### src/rtl/ipm_distributed_sdpram_prefetch_ctrl_if.sv
// Bundle of all non-clock signals between the prefetch FIFO controller, its
// user and the external distributed SDPRAM.
//   user write : wr_en, wr_data -> full, almost_full, wr_overflow
//   user read  : rd_en -> rd_data, empty, almost_empty, rd_underflow, level
//   RAM side   : ram_wr_en/addr/data, ram_rd_addr out; ram_rd_data in
// master = user + RAM model side, slave = controller.
interface ipm_distributed_sdpram_prefetch_ctrl_if #(
  parameter int ADDR_WIDTH = 4,
  parameter int DATA_WIDTH = 4
);
  logic                  wr_en;
  logic [DATA_WIDTH-1:0] wr_data;
  logic                  full;
  logic                  almost_full;
  logic                  rd_en;
  logic [DATA_WIDTH-1:0] rd_data;
  logic                  empty;
  logic                  almost_empty;
  logic [ADDR_WIDTH:0]   level;
  logic                  wr_overflow;
  logic                  rd_underflow;
  logic                  ram_wr_en;
  logic [ADDR_WIDTH-1:0] ram_wr_addr;
  logic [DATA_WIDTH-1:0] ram_wr_data;
  logic [ADDR_WIDTH-1:0] ram_rd_addr;
  logic [DATA_WIDTH-1:0] ram_rd_data;

  modport master (
    output wr_en, wr_data, rd_en, ram_rd_data,
    input  full, almost_full, rd_data, empty, almost_empty, level,
           wr_overflow, rd_underflow, ram_wr_en, ram_wr_addr, ram_wr_data,
           ram_rd_addr
  );

  modport slave (
    input  wr_en, wr_data, rd_en, ram_rd_data,
    output full, almost_full, rd_data, empty, almost_empty, level,
           wr_overflow, rd_underflow, ram_wr_en, ram_wr_addr, ram_wr_data,
           ram_rd_addr
  );
endinterface

### src/rtl/ipm_distributed_sdpram_prefetch_ctrl.sv
// First-word-fall-through FIFO controller wrapped around an external
// distributed SDPRAM. Owns both pointers, drives the RAM write port straight
// from the user write request and prefetches words from the RAM read port so
// the head word is on rd_data before rd_en.
// Ports:
//   clk  - single clock
//   rst  - synchronous reset, active high
//   bus  - slave side of ipm_distributed_sdpram_prefetch_ctrl_if (user
//          write/read handshake, status flags, RAM port signals)
// RAM_OUT_REG=0: RAM q is combinational, one output stage.
// RAM_OUT_REG=1: RAM q is registered, output stage + skid stage + in-flight bit.
module ipm_distributed_sdpram_prefetch_ctrl #(
  parameter int ADDR_WIDTH       = 4,
  parameter int DATA_WIDTH       = 4,
  parameter int RAM_OUT_REG      = 0,
  parameter int ALMOST_FULL_NUM  = (2**ADDR_WIDTH) - 2,
  parameter int ALMOST_EMPTY_NUM = 2
) (
  input  logic clk,
  input  logic rst,
  ipm_distributed_sdpram_prefetch_ctrl_if.slave bus
);
  localparam int                  DEPTH   = 2**ADDR_WIDTH;
  localparam logic [ADDR_WIDTH:0] DEPTH_L = (ADDR_WIDTH+1)'(DEPTH);
  localparam logic [ADDR_WIDTH:0] AF_L    = (ADDR_WIDTH+1)'(ALMOST_FULL_NUM);
  localparam logic [ADDR_WIDTH:0] AE_L    = (ADDR_WIDTH+1)'(ALMOST_EMPTY_NUM);

  logic [ADDR_WIDTH:0]   wr_ptr, rd_ptr, level_q, level_nxt;
  logic                  full_q, af_q, ae_q, ovf_q, unf_q;
  logic                  out_vld, skid_vld, inflight;
  logic [DATA_WIDTH-1:0] out_data, skid_data;

  logic       wr_acc, rd_acc, out_free, fetch, land_vld;
  logic [1:0] slots_after;

  always_comb begin
    // full is the registered flag, so a simultaneous pop never frees a slot
    // for the write in the same cycle.
    wr_acc    = bus.wr_en & ~full_q;
    rd_acc    = bus.rd_en & out_vld;
    out_free  = ~out_vld | rd_acc;
    level_nxt = level_q + (ADDR_WIDTH+1)'(wr_acc) - (ADDR_WIDTH+1)'(rd_acc);
    // Held stages plus the word in flight, once this cycle's pop is gone.
    // Bounded by 2, and rd_acc implies out_vld, so no underflow.
    slots_after = 2'(out_vld) + 2'(skid_vld) + 2'(inflight) - 2'(rd_acc);
    fetch       = 1'b0;
    land_vld    = 1'b0;
    if (RAM_OUT_REG != 0) begin
      fetch    = (rd_ptr != wr_ptr) && (slots_after < 2'd2);
      land_vld = inflight;
    end else begin
      // Combinational RAM: the fetched word lands on the same edge.
      fetch    = (rd_ptr != wr_ptr) && out_free;
      land_vld = fetch;
    end
  end

  always_ff @(posedge clk) begin
    if (rst) begin
      wr_ptr    <= '0;
      rd_ptr    <= '0;
      level_q   <= '0;
      full_q    <= 1'b0;
      af_q      <= 1'b0;
      ae_q      <= 1'b1;
      ovf_q     <= 1'b0;
      unf_q     <= 1'b0;
      out_vld   <= 1'b0;
      skid_vld  <= 1'b0;
      inflight  <= 1'b0;
      out_data  <= '0;
      skid_data <= '0;
    end else begin
      if (wr_acc) wr_ptr <= wr_ptr + 1'b1;
      if (fetch)  rd_ptr <= rd_ptr + 1'b1;
      inflight <= (RAM_OUT_REG != 0) && fetch;
      level_q  <= level_nxt;
      full_q   <= level_nxt == DEPTH_L;
      af_q     <= level_nxt >= AF_L;
      ae_q     <= level_nxt <= AE_L;
      ovf_q    <= bus.wr_en & full_q;
      unf_q    <= bus.rd_en & ~out_vld;
      // Skid holds the older word, so it moves forward before the RAM word.
      if (out_free) begin
        if (skid_vld) begin
          out_data <= skid_data;
          out_vld  <= 1'b1;
          skid_vld <= land_vld;
          if (land_vld) skid_data <= bus.ram_rd_data;
        end else if (land_vld) begin
          out_data <= bus.ram_rd_data;
          out_vld  <= 1'b1;
        end else begin
          out_vld  <= 1'b0;
        end
      end else if (land_vld) begin
        skid_vld  <= 1'b1;
        skid_data <= bus.ram_rd_data;
      end
    end
  end

  assign bus.ram_wr_en    = bus.wr_en & ~full_q & ~rst;
  assign bus.ram_wr_addr  = wr_ptr[ADDR_WIDTH-1:0];
  assign bus.ram_wr_data  = bus.wr_data;
  assign bus.ram_rd_addr  = rd_ptr[ADDR_WIDTH-1:0];
  assign bus.rd_data      = out_data;
  assign bus.empty        = ~out_vld;
  assign bus.full         = full_q;
  assign bus.almost_full  = af_q;
  assign bus.almost_empty = ae_q;
  assign bus.level        = level_q;
  assign bus.wr_overflow  = ovf_q;
  assign bus.rd_underflow = unf_q;
endmodule

### src/flat_wrapper.sv
// flat-port wrapper written by rule: the top's interface ports become plain ports
module ipm_distributed_sdpram_prefetch_ctrl_flat 
#(
  parameter int ADDR_WIDTH       = 4,
  parameter int DATA_WIDTH       = 4,
  parameter int RAM_OUT_REG      = 0,
  parameter int ALMOST_FULL_NUM  = (2**ADDR_WIDTH) - 2,
  parameter int ALMOST_EMPTY_NUM = 2
)
  (clk, rst, bus_wr_en, bus_wr_data, bus_rd_en, bus_ram_rd_data, bus_full, bus_almost_full, bus_rd_data, bus_empty, bus_almost_empty, bus_level, bus_wr_overflow, bus_rd_underflow, bus_ram_wr_en, bus_ram_wr_addr, bus_ram_wr_data, bus_ram_rd_addr);
  ipm_distributed_sdpram_prefetch_ctrl_if #(.ADDR_WIDTH(ADDR_WIDTH), .DATA_WIDTH(DATA_WIDTH)) bus_i ();
  input  logic clk;
  input  logic rst;
  input wire logic [$bits(bus_i.wr_en)-1:0] bus_wr_en;
  input wire logic [$bits(bus_i.wr_data)-1:0] bus_wr_data;
  input wire logic [$bits(bus_i.rd_en)-1:0] bus_rd_en;
  input wire logic [$bits(bus_i.ram_rd_data)-1:0] bus_ram_rd_data;
  output wire logic [$bits(bus_i.full)-1:0] bus_full;
  output wire logic [$bits(bus_i.almost_full)-1:0] bus_almost_full;
  output wire logic [$bits(bus_i.rd_data)-1:0] bus_rd_data;
  output wire logic [$bits(bus_i.empty)-1:0] bus_empty;
  output wire logic [$bits(bus_i.almost_empty)-1:0] bus_almost_empty;
  output wire logic [$bits(bus_i.level)-1:0] bus_level;
  output wire logic [$bits(bus_i.wr_overflow)-1:0] bus_wr_overflow;
  output wire logic [$bits(bus_i.rd_underflow)-1:0] bus_rd_underflow;
  output wire logic [$bits(bus_i.ram_wr_en)-1:0] bus_ram_wr_en;
  output wire logic [$bits(bus_i.ram_wr_addr)-1:0] bus_ram_wr_addr;
  output wire logic [$bits(bus_i.ram_wr_data)-1:0] bus_ram_wr_data;
  output wire logic [$bits(bus_i.ram_rd_addr)-1:0] bus_ram_rd_addr;
  assign bus_i.wr_en = bus_wr_en;
  assign bus_i.wr_data = bus_wr_data;
  assign bus_i.rd_en = bus_rd_en;
  assign bus_i.ram_rd_data = bus_ram_rd_data;
  assign bus_full = bus_i.full;
  assign bus_almost_full = bus_i.almost_full;
  assign bus_rd_data = bus_i.rd_data;
  assign bus_empty = bus_i.empty;
  assign bus_almost_empty = bus_i.almost_empty;
  assign bus_level = bus_i.level;
  assign bus_wr_overflow = bus_i.wr_overflow;
  assign bus_rd_underflow = bus_i.rd_underflow;
  assign bus_ram_wr_en = bus_i.ram_wr_en;
  assign bus_ram_wr_addr = bus_i.ram_wr_addr;
  assign bus_ram_wr_data = bus_i.ram_wr_data;
  assign bus_ram_rd_addr = bus_i.ram_rd_addr;
  ipm_distributed_sdpram_prefetch_ctrl #(.ADDR_WIDTH(ADDR_WIDTH), .DATA_WIDTH(DATA_WIDTH), .RAM_OUT_REG(RAM_OUT_REG), .ALMOST_FULL_NUM(ALMOST_FULL_NUM), .ALMOST_EMPTY_NUM(ALMOST_EMPTY_NUM)) u_core (.clk(clk), .rst(rst), .bus(bus_i));
endmodule
### config.mk
export PLATFORM = sky130hd
export DESIGN_NAME = ipm_distributed_sdpram_prefetch_ctrl_flat
export DESIGN_NICKNAME = d
export VERILOG_FILES = /design/src/rtl/ipm_distributed_sdpram_prefetch_ctrl_if.sv /design/src/rtl/ipm_distributed_sdpram_prefetch_ctrl.sv /design/src/flat_wrapper.sv
export SDC_FILE = /design/constraint.sdc
export NUM_CORES = 1
export LEC_CHECK = 0
export BUFFER_PORTS_ARGS = -buffer_cell sky130_fd_sc_hd__buf_2
export CORE_MARGIN = 1.5
export CORE_UTILIZATION = 40
export CTS_CLUSTER_SIZE = 30
export DETAILED_ROUTE_END_ITERATION = 8
export PLACE_DENSITY = 0.62
export SLEW_MARGIN = 10
export SYNTH_ARGS = -nofsm -noshare
export SYNTH_HDL_FRONTEND = slang
export SYNTH_SLANG_ARGS = --single-unit
### constraint.sdc
create_clock -name clk -period 2.28 [get_ports clk]
set_input_delay 0.228 -clock clk [delete_from_list [all_inputs] [get_ports clk]]
set_output_delay 0.228 -clock clk [all_outputs]
set_load 0.1 [all_outputs]
==> results of run 1 <==
==> what timing repair did <==
action                                  CTS  global route
endpoints found under the setup margin    1             2
hold endpoints to repair                  0             0
pin swaps                                 1             4
gates cloned                              0             0
gates resized for setup                   1             9
==> layer usage <==
| layer | up-vias | track usage (%) |
|---|---|---|
| met2 | 26 | 27.2 |
| met4 | 0 | 7.50 |
| met5 | - | 0 |
| li1 | 626 | - |
| met1 | 588 | 16.1 |
| met3 | 7 | 4.11 |
==> state kept, by name, indices dropped and copies added (netlist names), 4 cells and up <==
signal / flops
u_core.bus.level: 5
u_core.bus.rd_data: 4
u_core.rd_ptr: 5
u_core.skid_data: 4
u_core.wr_ptr: 5
==> logic make-up after synthesis <==
kind of cell	Yosys count	share of synthesized area [%]
AOI/OAI and AO/OA	19	10.1
xor gates and xnor gates	14	7.19
adders and majority gates	8	6.31
buffers and inverters	28	8.80
DFF	30	35.2
muxes	18	12.0
and+or+nand+nor	60	20.3
==> critical path: stages (launching register included) <==
cell and delay, ns:
dfxtp_2 0.32, and2_4 0.14, ha_4 0.24, inv_4 0.06, ha_4 0.13, inv_2 0.04, fa_2 0.40, nor2b_4 0.15
o21a_4 0.15, buf_6 0.10, o21ai_4 0.06, a2111oi_4 0.35
==> area by class of cell <==
cell class / instances / area [um2]
inverter: 9 / 36.3
fill: 396 / 2040
tap: 50 / 62.6
multi-input combinational: 119 / 1010
timing repair buffer: 37 / 204
sequential: 30 / 613
clock buffer: 7 / 86.3
clock inverter: 1 / 5.00
==> through the flow <==
step	cells	util, %
6_report	253	49.7
5_1_grt	253	49.7
4_1_cts	253	48.7
3_5_place_dp	245	46.1
3_3_place_gp	245	46.1
2_1_floorplan	177	-
==> worst paths after layout <==
path / from / endpoint / slack (ns)
worst min-delay path: bus_wr_en / u_core.bus.wr_overflow / 0.18
worst max-delay path: u_core.out_vld / u_core.bus.full / 0.06
worst max register to register: u_core.out_vld / u_core.bus.full / 0.06
worst min register to register: u_core.skid_data[1] / u_core.skid_data[1] / 0.48
==> cell usage in the layout, fill, tap and decap left out, drive strengths merged, types with 2 or more instances in the layout <==
master,n
a21oi,5
mux2,8
nor3,4
clkbuf,7
nor2,18
nor2b,12
and2,2
inv,9
a211oi,3
nand2,3
dfxtp,30
xor2,11
nand2b,14
nand4,4
ha,7
buf,37
mux2i,10
o21a,2
xnor2,3
==> summary.txt, run 1 <==
Yosys
  • YS warnings: 0
  • Share of the synthesized area in the top cell type: approximately a third
  • Syn_nets: 197
  • Yosys reg bits: 30
  • Most common cell in the netlist: dfxtp_1
  • Top_reg_cell synth: dfxtp_1
  • Synth unique cells: 39
  • Post-synth top cells: dfxtp_1 (30), nor2_1 (17), nand2b_1 (14)
  • Seq/Total Area, Yosys: 35.2%
  • Fraction of registers with async set/reset: 0%
  • Yosys top cell by area: dfxtp_1
  • Avg Cell Area, Syn: 9.63 um2
  • Post-synth EDFFs: 0
  • Syn Std Cell Area: 1710 um2
  • Syn Inst Count: 177
  • Synth area leaders: dfxtp_1 (35%), mux2i_1 (5.9%), xor2_1 (5.6%)

STA
  • Setup ws final: 0.0560 ns
  • Final Cycle Share: roughly 98%
  • Final hold violations: 0
  • Setup Viol. Count Final: 0
  • Slew @ Worst Pin: 0.711 ns
  • Skew final: 0.00777 ns
  • Max frequency: between 0.4 and 0.5 GHz
  • Final Critical Period: 2.22 ns
  • Max-slew violation count: 0
  • TNS Setup: 0 ns
  • Unrepaired setup endpoints after global routing: true
  • Hold slack: 0.184 ns
  • Max_slew headroom: between 50% and 60%

Global route
  • Vias in the first global route: 1196
  • First-pass GRT wire length: 5200 um
  • Global route overflow: 0
  • Largest net degree at the start of global routing: 45
  • Initial antenna violation count: 0
  • Gr usage total: 15.1%

Die
  • Ports: 40
  • Num rows: 23
  • Die height: 68.3 um
  • Die X: approximately 70 um
  • Initial Util: a little over two fifths
  • Core Area: 4060 um2
  • Die Area: approximately 4700 um2

Setup path
  • Required time worst endpoint: 2.45 ns
  • Crit Path Category: reg -> reg
  • CP Capture Type: flop
  • R2r worst-path depth: 11
  • WP data arrival: roughly 2.4 ns
  • Worst-path maximum fanout: 3
  • Crit path launch type: flop

CTS
  • CTS Buf Count: 5
  • Clock Sinks: 30
  • Post-cts hold buffer count: 0
  • Post-CTS setup buffers: 0
  • Clk_lat worst skew: approximately 0.28 ns
  • Clock-pin slew on the worst setup and hold paths: 0.07 ns
  • CTS Buffer Depth: 2
  • Root buf cell: clkbuf_8
  • H-tree depth: 2
  • CTS tree: done

Placed design
  • PortBufs: 31
  • Worst slack, placed: -0.0581 ns
  • Placed cell area: between 1500 and 2000 um2
  • Post-DP HPWL: 2340 um
  • GPL Wtd Cong: 0.821

Job
  • Max cap viols: 0

Cells and area
  • Ratio of cells with drive above 1 in the final layout: 35.5%
  • Final instance area: 2020 um2
  • Antenna cells: 0
  • Layout Area Growth over Synthesis: 18.3%
  • Fin nets: 222

Routing
  • TritonRoute pass-1 iters: 4
  • Vias per cell: 4.93
  • DR WL met3: 157 um
  • Antenna viol nets, final: 0
  • Top routing layer in use: met4
  • Initial drt markers: 24
  • Routed vias: 1247
  • Total wire length: about 3200 um
  • DRT met1 WL: 1380 um
  • DR WL met2: 1580 um
  • Drt wl/cell: approximately 13 um
  • Number of remaining DRC errors: 0

Hold path
  • Cells on Worst Hold Path: 3
  • Worst hold path class: in -> reg

Run status
  • Run status: finished, final reports clean
Power of run 1 is not shown: default switching activity piles up to over one toggle a cycle in this logic, so the estimate is an artifact.
==> run 2, diff against run 1 <==
--- a/config.mk
+++ b/config.mk
@@ -10,7 +10,8 @@
 export CORE_UTILIZATION = 40
 export CTS_CLUSTER_SIZE = 30
 export DETAILED_ROUTE_END_ITERATION = 8
-export PLACE_DENSITY = 0.62
+export MAX_ROUTING_LAYER = met4
+export PLACE_DENSITY = 0.59
 export SLEW_MARGIN = 10
 export SYNTH_ARGS = -nofsm -noshare
 export SYNTH_HDL_FRONTEND = slang
==> constraint.sdc (replaced) <==
create_clock -name clk -period 2.5 [get_ports clk]
set_input_delay 0.25 -clock clk [delete_from_list [all_inputs] [get_ports clk]]
set_output_delay 0.25 -clock clk [all_outputs]
set_load 0.1 [all_outputs]
==> run 2 against run 1 <==
Design area decreased by 5.0%. Utilization decreased by 2.5 points. Critical path type unchanged. Via count decreased by 2.8%. Highest routed layer unchanged.
==> summary.txt, run 2 (same netlist as run 1, synthesis figures left out) <==
Cells and area
  • Ratio of cells with drive above 1 in the final layout: 27.3% (-8.2 points)
  • Fin nets: 217 (-2.3%)
  • Antenna cells: 0 (unchanged)
  • Most common cell after layout, fill and taps aside: buf_2
  • Multi-input gate area: 972 um2 (-3.8%)
  • Layout Area Growth over Synthesis: 12.4%
  • Sequential Area: 606 um2 (-1.2%)
  • Most frequent cells in the layout: buf_2 (31), dfxtp_1 (28), nor2_1 (17)
  • Fill cells: 394 (-0.51%)

Setup path
  • Worst-path maximum fanout: 4 (+1)
  • CP Capture Type: flop
  • WP data arrival: 2.54 ns (+0.14 ns)
  • Reg-to-reg slack, setup: 0.13 ns (+0.07 ns)
  • Crit Path Category: reg -> reg
  • Crit path launch type: flop
  • Required time worst endpoint: 2.67 ns (+0.22 ns)

Die
  • Die height: 68.3 um (unchanged)
  • Die Area: 4660 um2 (unchanged)
  • Ports: 40 (unchanged)
  • Core Area: 4060 um2 (unchanged)
  • Num rows: 23 (unchanged)
  • Die X: 68.3 um (unchanged)
  • Initial Util: 42.0% (unchanged)

STA
  • Max frequency: 0.422 GHz (-6.2%)
  • Setup ws final: 0.129 ns (+0.0730 ns)
  • Skew final: 0.00359 ns (-0.00417 ns)
  • Final hold violations: 0 (unchanged)
  • Max-slew violation count: 0 (unchanged)
  • Final Cycle Share: 94.8% (-2.7 points)
  • Slew @ Worst Pin: 0.732 ns (+0.0216 ns)
  • Setup Viol. Count Final: 0 (unchanged)
  • Max_slew headroom: 51.2% (-1.4 points)
  • Final Critical Period: 2.37 ns (+0.147 ns)
  • Unrepaired setup endpoints after global routing: false

Hold path
  • Worst hold path class: in -> reg

Global route
  • Global route overflow: 0 (unchanged)
  • Initial antenna violation count: 0 (unchanged)
  • Vias in the first global route: 1134 (-5.2%)
  • Largest net degree at the start of global routing: 45 (unchanged)
  • Gr usage total: 14.8% (-0.33 points)
  • First-pass GRT wire length: 4850 um (-6.8%)

Placed design
  • GPL Wtd Cong: 0.837 (+2.0%)
  • Worst slack, placed: 0.0382 ns (+0.0963 ns)
  • PortBufs: 31 (unchanged)
  • Post-DP HPWL: 2270 um (-3.1%)

Routing
  • DR WL met3: 163 um (+3.8%)
  • Number of remaining DRC errors: 0 (unchanged)
  • Initial drt markers: 46 (+92%)
  • DRT met1 WL: 1390 um (+0.94%)
  • DR WL met2: 1490 um (-5.8%)
  • Top routing layer in use: met4
  • Drt wl/cell: 12.4 um (-1.6%)
  • Vias per cell: 4.89 (-0.85%)
  • Antenna viol nets, final: 0 (unchanged)
  • Total wire length: 3070 um (-3.6%)
  • TritonRoute pass-1 iters: 4 (unchanged)
  • Routed vias: 1212 (-2.8%)

Job
  • Max cap viols: 0 (unchanged)

CTS
  • Post-cts hold buffer count: 0 (unchanged)
  • Clock-pin slew on the worst setup and hold paths: 0.06 ns (about the same)
  • Clk_lat worst skew: 0.27 ns (about the same)
  • H-tree depth: 2 (unchanged)
  • Root buf cell: clkbuf_8
  • CTS Buffer Depth: 2 (unchanged)
  • CTS Buf Count: 5 (unchanged)
  • Clock Sinks: 30 (unchanged)
  • Post-CTS setup buffers: 0 (unchanged)
  • CTS tree: done

Run status
  • Run status: finished, final reports clean
-- run 2: cell types whose count changed in the layout (fill, tap and decap cells not counted), sizes merged --
cell / change
buf: -5
clkinv: -1
clkbuf: +1
-- run 2: cell type report --
cell class	instances	share of cell area (%)
clock buffer	8	4.18
multi-input combinational	119	50.7
sequential	30	31.6
timing repair buffer	32	8.49
inverter	9	1.76
tap	50	3.26
-- run 2: critical path: stages (launching register included) --
cell and delay (ns):
dfxtp_1 0.33, and2_1 0.14, ha_1 0.26, inv_1 0.04
ha_1 0.22, inv_1 0.08, fa_2 0.23, nor2b_4 0.06
o21a_4 0.20, or3_4 0.38, a2111oi_4 0.34
-- run 2: final timing paths --
path	startpoint	end	cells after the start
setup / recovery	u_core.out_vld	u_core.bus.full	10
hold / removal	bus_wr_en	u_core.bus.wr_overflow	3
setup reg to reg	u_core.out_vld	u_core.bus.full	10
hold reg to reg	u_core.bus.full	u_core.bus.wr_overflow	2
-- run 2: metal layers --
layer | up-vias | global-route usage [%]
met5 | - | -
met4 | 0 | 5.25
met3 | 2 | 6.58
met2 | 24 | 24.5
met1 | 567 | 15.6
li1 | 619 | -
-- run 2: through the flow --
step / hold slack, ns / setup TNS, ns / utilization [%] / cells / cell area [um2]
after global routing: 0.184 / 0 / 47.2 / 248 / 1920
after floorplan: 0.373 / -0.0192 / - / 177 / 1710
after CTS: 0.192 / 0 / 46.9 / 248 / 1900
final: 0.200 / 0 / 47.2 / 248 / 1920
after detailed placement: 0.452 / 0 / 44.9 / 240 / 1820
after global placement: 0.454 / 0 / 44.9 / 240 / 1820
-- run 2: timing repair --
item | in CTS | in global routing
endpoints found under the setup margin | 0 | 1
endpoints found under the hold margin | 0 | 0
resized for setup | 0 | 2
Power of run 2 is left out for the same reason.
==> run 3, diff against run 2 <==
--- a/config.mk
+++ b/config.mk
@@ -5,13 +5,14 @@
 export SDC_FILE = /design/constraint.sdc
 export NUM_CORES = 1
 export LEC_CHECK = 0
+export ABC_AREA = 1
 export BUFFER_PORTS_ARGS = -buffer_cell sky130_fd_sc_hd__buf_2
 export CORE_MARGIN = 1.5
 export CORE_UTILIZATION = 40
 export CTS_CLUSTER_SIZE = 30
 export DETAILED_ROUTE_END_ITERATION = 8
 export MAX_ROUTING_LAYER = met4
-export PLACE_DENSITY = 0.59
+export PLACE_DENSITY = 0.6
 export SLEW_MARGIN = 10
 export SYNTH_ARGS = -nofsm -noshare
 export SYNTH_HDL_FRONTEND = slang
==> run 3 against run 2 <==
Largest cell class unchanged. Die area is 4.1% lower. Hold slack better by 0.012 ns. Register-to-register slack improved by 0.29 ns. Synthesized cell count is 28% higher. Highest routed layer unchanged. Design area fell by 5.7%. Via count up 11%. Global-route usage increased by 1.1 points. Utilization is 1.7 points lower. Clock skew is 0.0015 ns higher.
==> summary.txt, run 3 <==
CTS
  • Clock-pin slew on the worst setup and hold paths: 0.06 ns (about the same)
  • H-tree depth: 2 (unchanged)
  • Post-cts hold buffer count: 0 (unchanged)
  • Post-CTS setup buffers: 0 (unchanged)
  • CTS Buffer Depth: 2 (unchanged)
  • Root buf cell: clkbuf_8
  • Clk_lat worst skew: 0.28 ns (about the same)
  • CTS Buf Count: 5 (unchanged)
  • CTS tree: done
  • Post-cts resize count: 0 (unchanged)
  • Clock Sinks: 30 (unchanged)

Die
  • Core Area: 3970 um2 (-2.1%)
  • Num rows: 23 (unchanged)
  • Initial Util: 41.1% (-0.91 points)
  • Die Area: 4470 um2 (-4.1%)
  • Die X: 66.9 um (-2.1%)
  • Ports: 40 (unchanged)
  • Die height: 66.9 um (-2.1%)

Setup path
  • Worst-path maximum fanout: 3 (-1)
  • Crit path launch type: flop
  • Crit Path Category: reg -> reg
  • WP data arrival: 2.28 ns (-0.26 ns)
  • Required time worst endpoint: 2.70 ns (+0.03 ns)
  • CP Capture Type: flop

Hold path
  • Worst hold path class: in -> reg

Placed design
  • GPL Wtd Cong: 0.797 (-4.8%)
  • PortBufs: 31 (unchanged)
  • Post-DP HPWL: 2270 um (-0.20%)

STA
  • Max-slew violation count: 0 (unchanged)
  • Max_slew headroom: 66.0% (+15 points)
  • Final Cycle Share: 83.4% (-11 points)
  • Slew @ Worst Pin: 0.510 ns (-0.222 ns)
  • Unrepaired setup endpoints after global routing: false
  • Skew final: 0.00508 ns (+0.00149 ns)
  • Max frequency: 0.480 GHz (+14%)
  • Final Critical Period: 2.08 ns (-0.287 ns)
  • TNS Setup: 0 ns (unchanged)
  • Setup Viol. Count Final: 0 (unchanged)
  • Final hold violations: 0 (unchanged)

Routing
  • Vias per cell: 4.54 (-7.0%)
  • Total wire length: 3050 um (-0.68%)
  • TritonRoute pass-1 iters: 4 (unchanged)
  • Antenna viol nets, final: 0 (unchanged)
  • Number of remaining DRC errors: 0 (unchanged)
  • Routed vias: 1345 (+11%)
  • Initial drt markers: 73 (+59%)
  • Drt wl/cell: 10.3 um (-17%)

Cells and area
  • Ratio of cells with drive above 1 in the final layout: 21.1% (-6.1 points)
  • Fill cells: 422 (+7.1%)
  • Most common cell after layout, fill and taps aside: nand2_1
  • Sequential Area: 602 um2 (-0.62%)
  • Fin nets: 267 (+23%)
  • Most frequent cells in the layout: nand2_1 (43), inv_1 (37), buf_2 (31)
  • Layout Area Growth over Synthesis: 10.7%
  • Antenna cells: 0 (unchanged)
  • Multi-input gate area: 759 um2 (-22%)

Run status
  • Run status: finished, final reports clean

Global route
  • Vias in the first global route: 1148 (+1.2%)
  • Initial antenna violation count: 0 (unchanged)
  • First-pass GRT wire length: 5110 um (+5.3%)
  • Largest net degree at the start of global routing: 17 (-62%)
  • Gr usage total: 15.9% (+1.1 points)
  • Global route overflow: 0 (unchanged)

Yosys
  • Synth unique cells: 29 (-26%)
  • YS warnings: 0 (unchanged)
  • Yosys top cell by area: dfxtp_1
  • Syn Inst Count: 226 (+28%)
  • Fraction of registers with async set/reset: 0% (unchanged)
  • Syn Std Cell Area: 1630 um2 (-4.3%)
  • Synth area leaders: dfxtp_1 (37%), nand2_1 (9.9%), inv_1 (8.5%)
  • Yosys reg bits: 30 (unchanged)
  • Share of the synthesized area in the top cell type: 36.8% (+1.6 points)
  • Most common cell in the netlist: nand2_1
  • Post-synth top cells: nand2_1 (43), inv_1 (37), dfxtp_1 (30)
  • Syn_nets: 246 (+25%)
  • Avg Cell Area, Syn: 7.22 um2 (-25%)
  • Top_reg_cell synth: dfxtp_1
  • Post-synth EDFFs: 0 (unchanged)
  • Seq/Total Area, Yosys: 36.8% (+1.6 points)

Job
  • Max cap viols: 0 (unchanged)
==> run 3: final cells by class <==
type                       count  area share, %
timing repair buffer          31           8.58
clock buffer                   6           4.57
multi-input combinational    140           42.0
inverter                      39           8.10
sequential                    30           33.3
tap                           50           3.46
==> run 3: through the flow <==
stage / worst slack (ns) / std cells / util [%] / area [um2] / hold WS [ns]
floorplan: 0.206 / 226 / - / 1640 / 0.326
global placement: 0.410 / 290 / 43.4 / 1730 / 0.467
detailed placement: 0.355 / 290 / 43.4 / 1730 / 0.472
CTS: 0.413 / 296 / 45.5 / 1810 / 0.208
global route: 0.176 / 296 / 45.5 / 1810 / 0.225
finish: 0.416 / 296 / 45.5 / 1810 / 0.212
==> run 3: cells by family after synthesis <==
group	Yosys count	share of synthesized area (%)
AO/OA/AOI/OAI	28	9.50
AND/OR/NAND/NOR	98	27.1
adder cells (fa/ha/maj)	8	6.59
flip-flops	30	36.8
buffers and inverters	56	16.9
XOR/XNOR	6	3.22
==> run 3: path summary, 6_finish.rpt <==
kind	start	to	slack (ns)	cells after the start
worst max-delay path	u_core.out_vld	u_core.bus.full	0.42	12
worst min-delay path	bus_wr_en	u_core.bus.wr_overflow	0.21	3
worst max register to register	u_core.out_vld	u_core.bus.full	0.42	12
worst min register to register	u_core.bus.full	u_core.bus.wr_overflow	0.47	2
==> run 3: metal layers <==
layer  wire length, um  track usage, %  vias up
met5                 0               -        -
met4                48            7.65        0
met3               129            4.39        6
met2              1330            23.6       27
met1              1540            20.0      590
li1                  -               -      722
==> run 3: critical path, cell delays in order, from the launching register on <==
cell and delay [ns]:
dfxtp_1 0.32, nand2_1 0.06, inv_1 0.04, ha_1 0.25, inv_1 0.05, ha_1 0.16, inv_1 0.05, fa_1 0.38
o21ai_0 0.24, nor2_1 0.06, nor2_1 0.18, inv_1 0.08, nor3_1 0.12
Power of run 3 is left out for the same reason.
